$ cat src/rtl/sprite_engine.sv
// Multi-sprite line renderer: per-line bitmap row prefetch, then per-pixel priority and registered RGB.
// Optional x2 scaling is compiled in with SPRITE_ENGINE_SCALE_EN.
module sprite_engine #(
  parameter int CORDW   = 16,
  parameter int NUM_SPR = 4,
  parameter int SPR_W   = 8,
  parameter int SPR_H   = 8,
  localparam int SW = (NUM_SPR > 1) ? $clog2(NUM_SPR) : 1,
  localparam int RW = (SPR_H > 1) ? $clog2(SPR_H) : 1
) (
  input  logic                    i_clk_25,
  input  logic                    i_rst_n,
  input  logic                    i_line,
  input  logic signed [CORDW-1:0] i_sy,
  input  logic signed [CORDW-1:0] i_sx,
  input  logic                    i_de,
  input  logic                    i_cfg_we,
  input  logic [SW-1:0]           i_cfg_sel,
  input  logic signed [CORDW-1:0] i_cfg_x,
  input  logic signed [CORDW-1:0] i_cfg_y,
  input  logic [23:0]             i_cfg_rgb,
  input  logic                    i_cfg_en,
  input  logic                    i_cfg_scale,
  input  logic                    i_bmp_we,
  input  logic [SW-1:0]           i_bmp_sel,
  input  logic [RW-1:0]           i_bmp_row,
  input  logic [SPR_W-1:0]        i_bmp_data,
  output logic [7:0]              o_r,
  output logic [7:0]              o_g,
  output logic [7:0]              o_b,
  output logic                    o_pix,
  output logic [SW-1:0]           o_spr_id,
  output logic                    o_busy
);
  localparam int CW = (SPR_W > 1) ? $clog2(SPR_W) : 1;
  localparam logic signed [CORDW:0] H1 = (CORDW+1)'(SPR_H);
  localparam logic signed [CORDW:0] H2 = (CORDW+1)'(2 * SPR_H);
  localparam logic signed [CORDW:0] W1 = (CORDW+1)'(SPR_W);
  localparam logic signed [CORDW:0] W2 = (CORDW+1)'(2 * SPR_W);

  typedef enum logic {IDLE, FETCH} state_t;
  state_t                  state_q, state_d;
  logic [SW-1:0]           fidx_q, fidx_d;
  logic signed [CORDW-1:0] sy_q, sy_d;
  logic                    fetch_go;

  logic signed [CORDW-1:0] x_q   [NUM_SPR];
  logic signed [CORDW-1:0] y_q   [NUM_SPR];
  logic [23:0]             rgb_q [NUM_SPR];
  logic [NUM_SPR-1:0]      en_q;
  logic [NUM_SPR-1:0]      scale_w;
  logic [SPR_W-1:0]        bmp_q [NUM_SPR][SPR_H];
  logic [SPR_W-1:0]        lbuf_q [NUM_SPR];
  logic [NUM_SPR-1:0]      rv_q;

`ifdef SPRITE_ENGINE_SCALE_EN
  logic [NUM_SPR-1:0] scale_q;
  always_ff @(posedge i_clk_25 or negedge i_rst_n) begin
    if (!i_rst_n)      scale_q <= '0;
    else if (i_cfg_we) scale_q[i_cfg_sel] <= i_cfg_scale;
  end
  assign scale_w = scale_q;
`else
  logic unused_cfg_scale;
  assign unused_cfg_scale = i_cfg_scale;
  assign scale_w = '0;
`endif

  always_ff @(posedge i_clk_25 or negedge i_rst_n) begin
    if (!i_rst_n) begin
      state_q <= IDLE;
      fidx_q  <= '0;
      sy_q    <= '0;
    end else begin
      state_q <= state_d;
      fidx_q  <= fidx_d;
      sy_q    <= sy_d;
    end
  end

  // A new line strobe always wins, restarting the walk from sprite 0.
  always_comb begin
    state_d  = state_q;
    fidx_d   = fidx_q;
    sy_d     = sy_q;
    fetch_go = 1'b0;
    if (i_line) begin
      state_d = FETCH;
      fidx_d  = '0;
      sy_d    = i_sy;
    end else if (state_q == FETCH) begin
      fetch_go = 1'b1;
      if (fidx_q == SW'(NUM_SPR - 1)) begin
        state_d = IDLE;
        fidx_d  = '0;
      end else begin
        fidx_d = fidx_q + 1'b1;
      end
    end
  end

  logic signed [CORDW:0] fd;
  logic                  fscale;
  logic                  fhit;
  logic [RW-1:0]         frow_idx;
  logic [SPR_W-1:0]      frow;
  always_comb begin
    fscale   = scale_w[fidx_q];
    fd       = {sy_q[CORDW-1], sy_q} - {y_q[fidx_q][CORDW-1], y_q[fidx_q]};
    fhit     = en_q[fidx_q] && !fd[CORDW] && (fd < (fscale ? H2 : H1));
    frow_idx = fscale ? fd[RW:1] : fd[RW-1:0];
    frow     = bmp_q[fidx_q][frow_idx];
  end

  // The fetch reads bmp_q before this cycle's bitmap write lands.
  always_ff @(posedge i_clk_25 or negedge i_rst_n) begin
    if (!i_rst_n) begin
      en_q <= '0;
      rv_q <= '0;
      for (int i = 0; i < NUM_SPR; i++) begin
        x_q[i]    <= '0;
        y_q[i]    <= '0;
        rgb_q[i]  <= '0;
        lbuf_q[i] <= '0;
        for (int j = 0; j < SPR_H; j++) bmp_q[i][j] <= '0;
      end
    end else begin
      if (i_cfg_we) begin
        x_q[i_cfg_sel]   <= i_cfg_x;
        y_q[i_cfg_sel]   <= i_cfg_y;
        rgb_q[i_cfg_sel] <= i_cfg_rgb;
        en_q[i_cfg_sel]  <= i_cfg_en;
      end
      if (i_bmp_we) bmp_q[i_bmp_sel][i_bmp_row] <= i_bmp_data;
      if (fetch_go) begin
        rv_q[fidx_q] <= fhit;
        if (fhit) lbuf_q[fidx_q] <= frow;
      end
    end
  end

  logic [NUM_SPR-1:0] hit;
  for (genvar gi = 0; gi < NUM_SPR; gi++) begin : g_draw
    logic signed [CORDW:0] c;
    logic [CW-1:0]         col;
    assign c   = {i_sx[CORDW-1], i_sx} - {x_q[gi][CORDW-1], x_q[gi]};
    assign col = CW'(SPR_W - 1) - (scale_w[gi] ? c[CW:1] : c[CW-1:0]);
    assign hit[gi] = rv_q[gi] && en_q[gi] && !c[CORDW] &&
                     (c < (scale_w[gi] ? W2 : W1)) && lbuf_q[gi][col];
  end

  logic [SW-1:0] win;
  always_comb begin
    win = '0;
    for (int i = NUM_SPR - 1; i >= 0; i--) begin
      if (hit[i]) win = SW'(i);
    end
  end

  logic [23:0]   rgb_out_q;
  logic          pix_q;
  logic [SW-1:0] id_q;
  always_ff @(posedge i_clk_25 or negedge i_rst_n) begin
    if (!i_rst_n) begin
      rgb_out_q <= '0;
      pix_q     <= 1'b0;
      id_q      <= '0;
    end else if (i_de && (|hit)) begin
      rgb_out_q <= rgb_q[win];
      pix_q     <= 1'b1;
      id_q      <= win;
    end else begin
      rgb_out_q <= '0;
      pix_q     <= 1'b0;
      id_q      <= '0;
    end
  end

  assign o_r      = rgb_out_q[23:16];
  assign o_g      = rgb_out_q[15:8];
  assign o_b      = rgb_out_q[7:0];
  assign o_pix    = pix_q;
  assign o_spr_id = id_q;
  assign o_busy   = (state_q == FETCH);
endmodule

$ cat config.mk
export PLATFORM = sky130hd
export DESIGN_NAME = sprite_engine
export DESIGN_NICKNAME = d
export VERILOG_FILES = /design/src/rtl/sprite_engine.sv
export SDC_FILE = /design/constraint.sdc
export NUM_CORES = 1
export LEC_CHECK = 0
export ABC_CLOCK_PERIOD_IN_PS = 6500
export BUFFER_PORTS_ARGS = -buffer_cell sky130_fd_sc_hd__buf_2
export CAP_MARGIN = 20
export CELL_PAD_IN_SITES_DETAIL_PLACEMENT = 0
export CELL_PAD_IN_SITES_GLOBAL_PLACEMENT = 1
export CORE_MARGIN = 2
export CORE_UTILIZATION = 45
export DETAILED_ROUTE_END_ITERATION = 16
export MAX_ROUTING_LAYER = met4
export PLACE_DENSITY = 0.79
export SETUP_SLACK_MARGIN = 0.05
export SLEW_MARGIN = 20
export SYNTH_ARGS = -nofsm -noshare
export SYNTH_HDL_FRONTEND = slang
export SYNTH_SLANG_ARGS = --single-unit
$ cat constraint.sdc
create_clock -name i_clk_25 -period 6.5 [get_ports i_clk_25]
set_input_delay 1.3 -clock i_clk_25 [delete_from_list [all_inputs] [get_ports i_clk_25]]
set_output_delay 1.3 -clock i_clk_25 [all_outputs]
set_load 0.005 [all_outputs]
==> results of run 1 <==
-- stage by stage --
stage                     utilization  instance area (µm²)  hold WS (ns)  worst slack (ns)  cells
after floorplan                     -                28800         0.449              1.28   2166
after global placement          0.480                30300         0.468             0.928   3057
after global routing            0.514                32500         0.508             0.547   3169
after detailed placement        0.480                30300         0.483             0.866   3057
final                           0.514                32500         0.493             0.909   3169
after CTS                       0.514                32500         0.496             0.923   3163
-- metal layers --
| layer | global-route usage | up-vias |
|---|---|---|
| met2 | 0.353 | 277 |
| met5 | - | - |
| li1 | - | 8231 |
| met1 | 0.289 | 9431 |
| met3 | 0.0268 | 80 |
| met4 | 0.0510 | 0 |
-- flip-flops by register name, summed over array words and instances (netlist names) --
name,cells
lbuf_q,32
o_busy,1
o_pix,1
fidx_q,2
sy_q,16
rgb_q,96
o_spr_id,2
x_q,64
bmp_q,256
y_q,64
rgb_out_q,24
rv_q,4
en_q,4
-- worst max-delay path, stage by stage (launching register included) --
cell	delay [ns]
sky130_fd_sc_hd__dfrtp_4	0.69
sky130_fd_sc_hd__mux4_2	0.57
sky130_fd_sc_hd__ha_1	0.22
sky130_fd_sc_hd__fa_1	0.41
sky130_fd_sc_hd__nor2b_1	0.16
sky130_fd_sc_hd__o21ai_0	0.11
sky130_fd_sc_hd__a21boi_0	0.30
sky130_fd_sc_hd__o21ai_1	0.16
sky130_fd_sc_hd__a21oi_1	0.31
sky130_fd_sc_hd__nand3_1	0.12
sky130_fd_sc_hd__a2111oi_0	0.66
sky130_fd_sc_hd__o211ai_1	0.46
sky130_fd_sc_hd__nor3_2	0.85
sky130_fd_sc_hd__mux2_2	0.41
-- worst max-delay path by stage --
stage	start	end	slack, ns	depth (start not counted)
2_1_floorplan	fidx_q[0]	lbuf_q[0]	1.28	16
3_3_place_gp	i_sx[1]	rgb_out_q[11]	0.93	14
3_5_place_dp	i_sx[1]	rgb_out_q[16]	0.87	14
4_1_cts	fidx_q[0]	lbuf_q[15]	0.92	13
5_1_grt	fidx_q[0]	lbuf_q[8]	0.55	13
6_report	fidx_q[0]	lbuf_q[15]	0.91	13
-- cell families after synthesis --
kind of cell | share of synthesized area
xor gates and xnor gates | 0.00789
DFF | 0.491
adders and majority gates | 0.0399
and+or+nand+nor | 0.0580
buffers and inverters | 0.0291
AOI/OAI and AO/OA | 0.0673
muxes | 0.307
-- area by class of cell --
type / instances / area [µm²]
fillers: 5280 / 30700
flip-flops and latches: 566 / 14200
multi-input cells: 1396 / 13900
clock buffers: 75 / 1620
well taps: 846 / 1060
repair buffers: 153 / 878
clock inverters: 31 / 522
inverters: 97 / 364
diodes: 5 / 12.5
-- power breakdown --
| group | total [mW] | switching (mW) | internal [mW] |
|---|---|---|---|
| Clock | 3.70 | 1.43 | 2.27 |
| Combinational | 3.34 | 1.71 | 1.63 |
| Sequential | 4.44 | 0.325 | 4.12 |
-- synth_stat cells (8+ instances only) --
master                     number
sky130_fd_sc_hd__clkbuf_1      76
sky130_fd_sc_hd__ha_1          84
sky130_fd_sc_hd__nand3_1       17
sky130_fd_sc_hd__nor3_1        19
sky130_fd_sc_hd__a21o_1        29
sky130_fd_sc_hd__o22ai_2       19
sky130_fd_sc_hd__inv_1         95
sky130_fd_sc_hd__buf_1         16
sky130_fd_sc_hd__xor2_1        10
sky130_fd_sc_hd__nand2_1       89
sky130_fd_sc_hd__a211oi_1      11
sky130_fd_sc_hd__nand3b_1      12
sky130_fd_sc_hd__mux4_2       105
sky130_fd_sc_hd__dfrtp_1      566
sky130_fd_sc_hd__nor2b_1       13
sky130_fd_sc_hd__nand2b_1      27
sky130_fd_sc_hd__xnor2_1       16
sky130_fd_sc_hd__nor2_1        63
sky130_fd_sc_hd__a21oi_1       51
sky130_fd_sc_hd__mux2i_1       54
sky130_fd_sc_hd__o21ai_0       63
sky130_fd_sc_hd__and3_1        11
sky130_fd_sc_hd__o211ai_1       8
sky130_fd_sc_hd__nand4_1        8
sky130_fd_sc_hd__nor3b_1       13
sky130_fd_sc_hd__o21a_1        11
sky130_fd_sc_hd__buf_2          9
sky130_fd_sc_hd__o31ai_1        8
sky130_fd_sc_hd__mux2_2       528
sky130_fd_sc_hd__nor4_1        13
sky130_fd_sc_hd__a31oi_1        8
==> flow_metrics.tcl, run 1 <==
set metrics [dict create \
    status "complete, no violations" \
    timing_worst_setup_path_type "flop to flop" \
    worstPathRequired_ns 6.99 \
    cts_hold_buf 0 \
    number_of_clock_sinks_seen_by_cts 566 \
    synth_top_area_cell "sky130_fd_sc_hd__dfrtp_1" \
    number_of_max_slew_violations_in_the_final_report 0 \
    clock_skews_ns 0.0247 \
    fp.dieH_um 257 \
    antenna_nets_post_route 0 \
    routed-wl-met2_mm 33.6 \
    timing.slew.headroom 0.305 \
    cts.clk_slew.worst_paths_ns 0.06 \
    end_kind "flop" \
    yosys.area.top_type_share 0.491 \
    worstMarginPinSlew_ns 1.04 \
    post_cts_resize_count 0 \
    wl_met3_mm 2.25 \
    worstPathArrival_ns 6.08 \
    hpwlAfterDp_mm 46.3 \
    synth_async_sr_flop_share 1.00 \
    die-width_um 257 \
    power.total_mw 11.5 \
    floorplan.die_area_um2 66100 \
    drt_drc_violations_left 0 \
    synth_cell_type_count 81 \
    first_global_vias 19400 \
    clkLatencyLatePin_ns 0.62 \
    portBuffers 137 \
    worstHoldPathType "flop to flop" \
    cts.htree.levels 2 \
    dr.pass1.iters 5 \
    layout_common_cells "564 x sky130_fd_sc_hd__dfrtp_1, 528 x sky130_fd_sc_hd__mux2_2, 136 x sky130_fd_sc_hd__buf_2, 105 x sky130_fd_sc_hd__mux4_2, 95 x sky130_fd_sc_hd__inv_1" \
    max-cap-violations 0 \
    finalSetupViolations 0 \
    min_delay_worst_endpoint "rv_q[2]" \
    grt_antenna_before_repair 5 \
    timing.rr.end "lbuf_q[15]" \
    cts_tree "yes" \
    synthesis.area_per_instance_um2 13.3 \
    wl_met1_mm 31.2 \
    synth_edf_count 0 \
    cts_max_path_buffers 3 \
    cts_root_buf "sky130_fd_sc_hd__clkbuf_16" \
    detail_route.wl_per_cell_um 21.5 \
    synthesis.yosys.warnings 0 \
    worst_hold_path_cells 1 \
    dr_vias_cell 5.69 \
    unrepaired_setup_endpoints_after_global_routing "false" \
    cts_made_buffers 57 \
    cp-start-kind "flop" \
    globalRouteTotalUtil 0.216 \
    fp.coreArea_um2 63200 \
    synth_area_um2 28800 \
    timing.rr.start "fidx_q[0]" \
    grt_start_max_net_pins 168 \
    syn_nets 2366 \
    setup.reg_to_reg.worst_slack_ns 0.91 \
    detailedRoute.firstIterationViolations 1092 \
    tns_ns 0 \
    timing.final.crit_period_ns 5.59 \
    global_route_wire_length_before_repair_mm 110 \
    period_share 0.860 \
    synth_ff_type "sky130_fd_sc_hd__dfrtp_1" \
    area_delta_synth_final_pct 12.6 \
    worst-path-max-fanout 19 \
    rows 92 \
    hold_viol_final 0 \
    top_level_ports 139 \
    initial_utilization 0.456 \
    finish.net_count 2471 \
    mostFrequentLayoutCell "sky130_fd_sc_hd__dfrtp_1" \
    drive_gt1_frac 0.400 \
    synth.top_cells.by_area "sky130_fd_sc_hd__dfrtp_1 49%, sky130_fd_sc_hd__mux2_2 21%, sky130_fd_sc_hd__mux4_2 8.2%" \
    p_leak_nw 14.5 \
    p_per_area_nw_per_um2 353 \
    worst_ir_drop_vdd_uv 230 \
    detail_route.wirelength_mm 68.2 \
    worst-r2r-cell-count 13 \
    hp-start "rv_q[2]" \
    top_layer_used "met4" \
    maximum_achievable_frequency_mhz 179 \
    post_cts_buffers 0 \
    globalplace.congestion 0.897 \
    detailroute.via_count 18000 \
    yosys_register_bits 566 \
    yosysSeqAreaShare 0.491 \
    globalRouteOverflowTotal 0 \
    synthesis.instances 2166 \
]
Power figures use the tool's default switching activity.
==> run 2: changes to the inputs <==
--- a/config.mk
+++ b/config.mk
@@ -10,6 +10,7 @@
 export CAP_MARGIN = 20
 export CELL_PAD_IN_SITES_DETAIL_PLACEMENT = 0
 export CELL_PAD_IN_SITES_GLOBAL_PLACEMENT = 1
+export CORE_ASPECT_RATIO = 1.4
 export CORE_MARGIN = 2
 export CORE_UTILIZATION = 45
 export DETAILED_ROUTE_END_ITERATION = 16
==> run 2 against run 1 <==
Effect of this change:
- clock-buffer cell count grew 3
- cell count shrank 0.69%
- flip-flop and latch count did not move
- sequential share of layout area increased by 0.23 points
- critical path type unchanged
- highest routed layer unchanged
==> flow_metrics.tcl, run 2 (synthesized netlist as in run 1, its figures left out) <==
set metrics [dict create \
    status "complete, no violations" \
    post-route-cell-area_um2 32300 \
    global_route_wire_length_before_repair_mm 108 \
    cts.clk_slew.worst_paths_ns 0.06 \
    portBuffers 137 \
    globalRouteOverflowTotal 0 \
    globalRouteTotalUtil 0.214 \
    worst-r2r-cell-count 13 \
    number_of_max_slew_violations_in_the_final_report 0 \
    area_delta_synth_final_pct 12.0 \
    worst_ir_drop_vdd_uv 238 \
    cts_made_buffers 54 \
    cts_tree "yes" \
    floorplan.die_area_um2 66200 \
    max-cap-violations 0 \
    p_leak_nw 14.4 \
    clock_skews_ns 0.0275 \
    cts.htree.levels 2 \
    first_global_vias 19500 \
    detail_route.wirelength_mm 67.5 \
    rows 109 \
    p_per_area_nw_per_um2 348 \
    path_delay_family "compound AO/OA/AOI/OAI gates" \
    antenna_nets_post_route 0 \
    finalSetupViolations 0 \
    layout_common_cells "564 x sky130_fd_sc_hd__dfrtp_1, 528 x sky130_fd_sc_hd__mux2_2, 136 x sky130_fd_sc_hd__buf_2, 105 x sky130_fd_sc_hd__mux4_2, 95 x sky130_fd_sc_hd__inv_1" \
    initial_utilization 0.456 \
    clkLatencyLatePin_ns 0.63 \
    timing.slew.headroom 0.330 \
    grt_start_max_net_pins 162 \
    finish.net_count 2467 \
    placed_cell_area_um2 30300 \
    largestRegisters "bmp_q: 256 flops, rgb_q: 96 flops" \
    crit_path_max_incr_delay_ns 0.72 \
    number_of_clock_sinks_seen_by_cts 566 \
    maximum_achievable_frequency_mhz 188 \
    timing.final.crit_period_ns 5.33 \
    worstPathRequired_ns 7.01 \
    dr_vias_cell 5.70 \
    fp.dieH_um 304 \
    tns_ns 0 \
    worstMarginPinSlew_ns 1.01 \
    top_level_ports 139 \
    post_cts_resize_count 0 \
    fp.coreArea_um2 63300 \
    cts_hold_buf 0 \
    worstHoldPathType "flop to flop" \
    cp-start-kind "flop" \
    detailroute.via_count 17900 \
    post_cts_buffers 0 \
    hold_viol_final 0 \
    worstPathBufferInverterCount 0 \
    unrepaired_setup_endpoints_after_global_routing "false" \
    mostFrequentLayoutCell "sky130_fd_sc_hd__dfrtp_1" \
    worstPathArrival_ns 5.84 \
    crit_chain "mux4_2, ha_2, fa_1, nor2b_1, o21ai_0, a21boi_0, o21ai_1, a21oi_1, nand3_1, a2111oi_0, o211ai_1, nor3_2, mux2_2" \
    largest-register "bmp_q" \
    drive_gt1_frac 0.399 \
    globalplace.congestion 0.910 \
    hpwlAfterDp_mm 46.8 \
    timing.critical_path.depth 13 \
    period_share 0.820 \
    worst-path-max-fanout 20 \
    cts_root_buf "sky130_fd_sc_hd__clkbuf_16" \
    detailedRoute.firstIterationViolations 1000 \
    critPathSlowestCell "sky130_fd_sc_hd__dfrtp_4" \
    drt_drc_violations_left 0 \
    grt_antenna_before_repair 3 \
    dr.pass1.iters 5 \
    largest_reg_flops 256 \
    timing_worst_setup_path_type "flop to flop" \
    worst_hold_path_cells 1 \
    die-width_um 218 \
    detail_route.wl_per_cell_um 21.4 \
    cts_max_path_buffers 3 \
    end_kind "flop" \
]
run 2: changes by cell type in the layout (fill, tap and decap cells not counted), moves of 4 or more:
cell	delta
sky130_fd_sc_hd__clkinv_2	-4
sky130_fd_sc_hd__clkbuf_8	+6
sky130_fd_sc_hd__clkbuf_16	-4
sky130_fd_sc_hd__clkinv_4	+4
sky130_fd_sc_hd__bufinv_16	-5
run 2: path summary, 6_finish.rpt:
kind	from	end	slack, ns
worst max-delay path	fidx_q[0]	lbuf_q[20]	1.17
worst min-delay path	lbuf_q[10]	lbuf_q[10]	0.50
worst max register to register	fidx_q[0]	lbuf_q[20]	1.17
worst min register to register	lbuf_q[10]	lbuf_q[10]	0.50
max in group asynchronous	i_rst_n	y_q[2]	4.33
min in group asynchronous	i_rst_n	rgb_q[11]	0.71
run 2: routing by layer:
| layer | vias to the layer above | track usage | wire, µm |
|---|---|---|---|
| li1 | 8206 | - | - |
| met1 | 9325 | 0.250 | 27400 |
| met2 | 305 | 0.385 | 36200 |
| met3 | 109 | 0.0283 | 2240 |
| met4 | 0 | 0.0615 | 1700 |
| met5 | - | - | 0 |
run 2: area by class of cell:
class	instances	area, µm²
fillers	5451	31000
flip-flops and latches	566	14200
multi-input cells	1396	13900
clock buffers	78	1600
well taps	832	1040
repair buffers	152	858
clock inverters	24	408
inverters	97	364
diodes	2	5.00
run 2: metrics by stage:
stage / setup WS, ns / hold WS, ns / utilization / total power, mW / instances
2_1_floorplan: 1.28 / 0.449 / - / 6.84 / 2166
3_3_place_gp: 0.891 / 0.481 / 0.479 / 7.70 / 3043
3_5_place_dp: 0.880 / 0.487 / 0.479 / 7.82 / 3043
4_1_cts: 1.13 / 0.502 / 0.511 / 11.3 / 3145
5_1_grt: 0.806 / 0.506 / 0.511 / 11.8 / 3147
6_report: 1.17 / 0.499 / 0.511 / 11.2 / 3147
run 2: where the power goes:
part	switching (mW)	internal, mW	total [mW]
Clock	1.42	2.05	3.47
Combinational	1.68	1.63	3.31
Sequential	0.334	4.12	4.45
Total	3.43	7.80	11.2
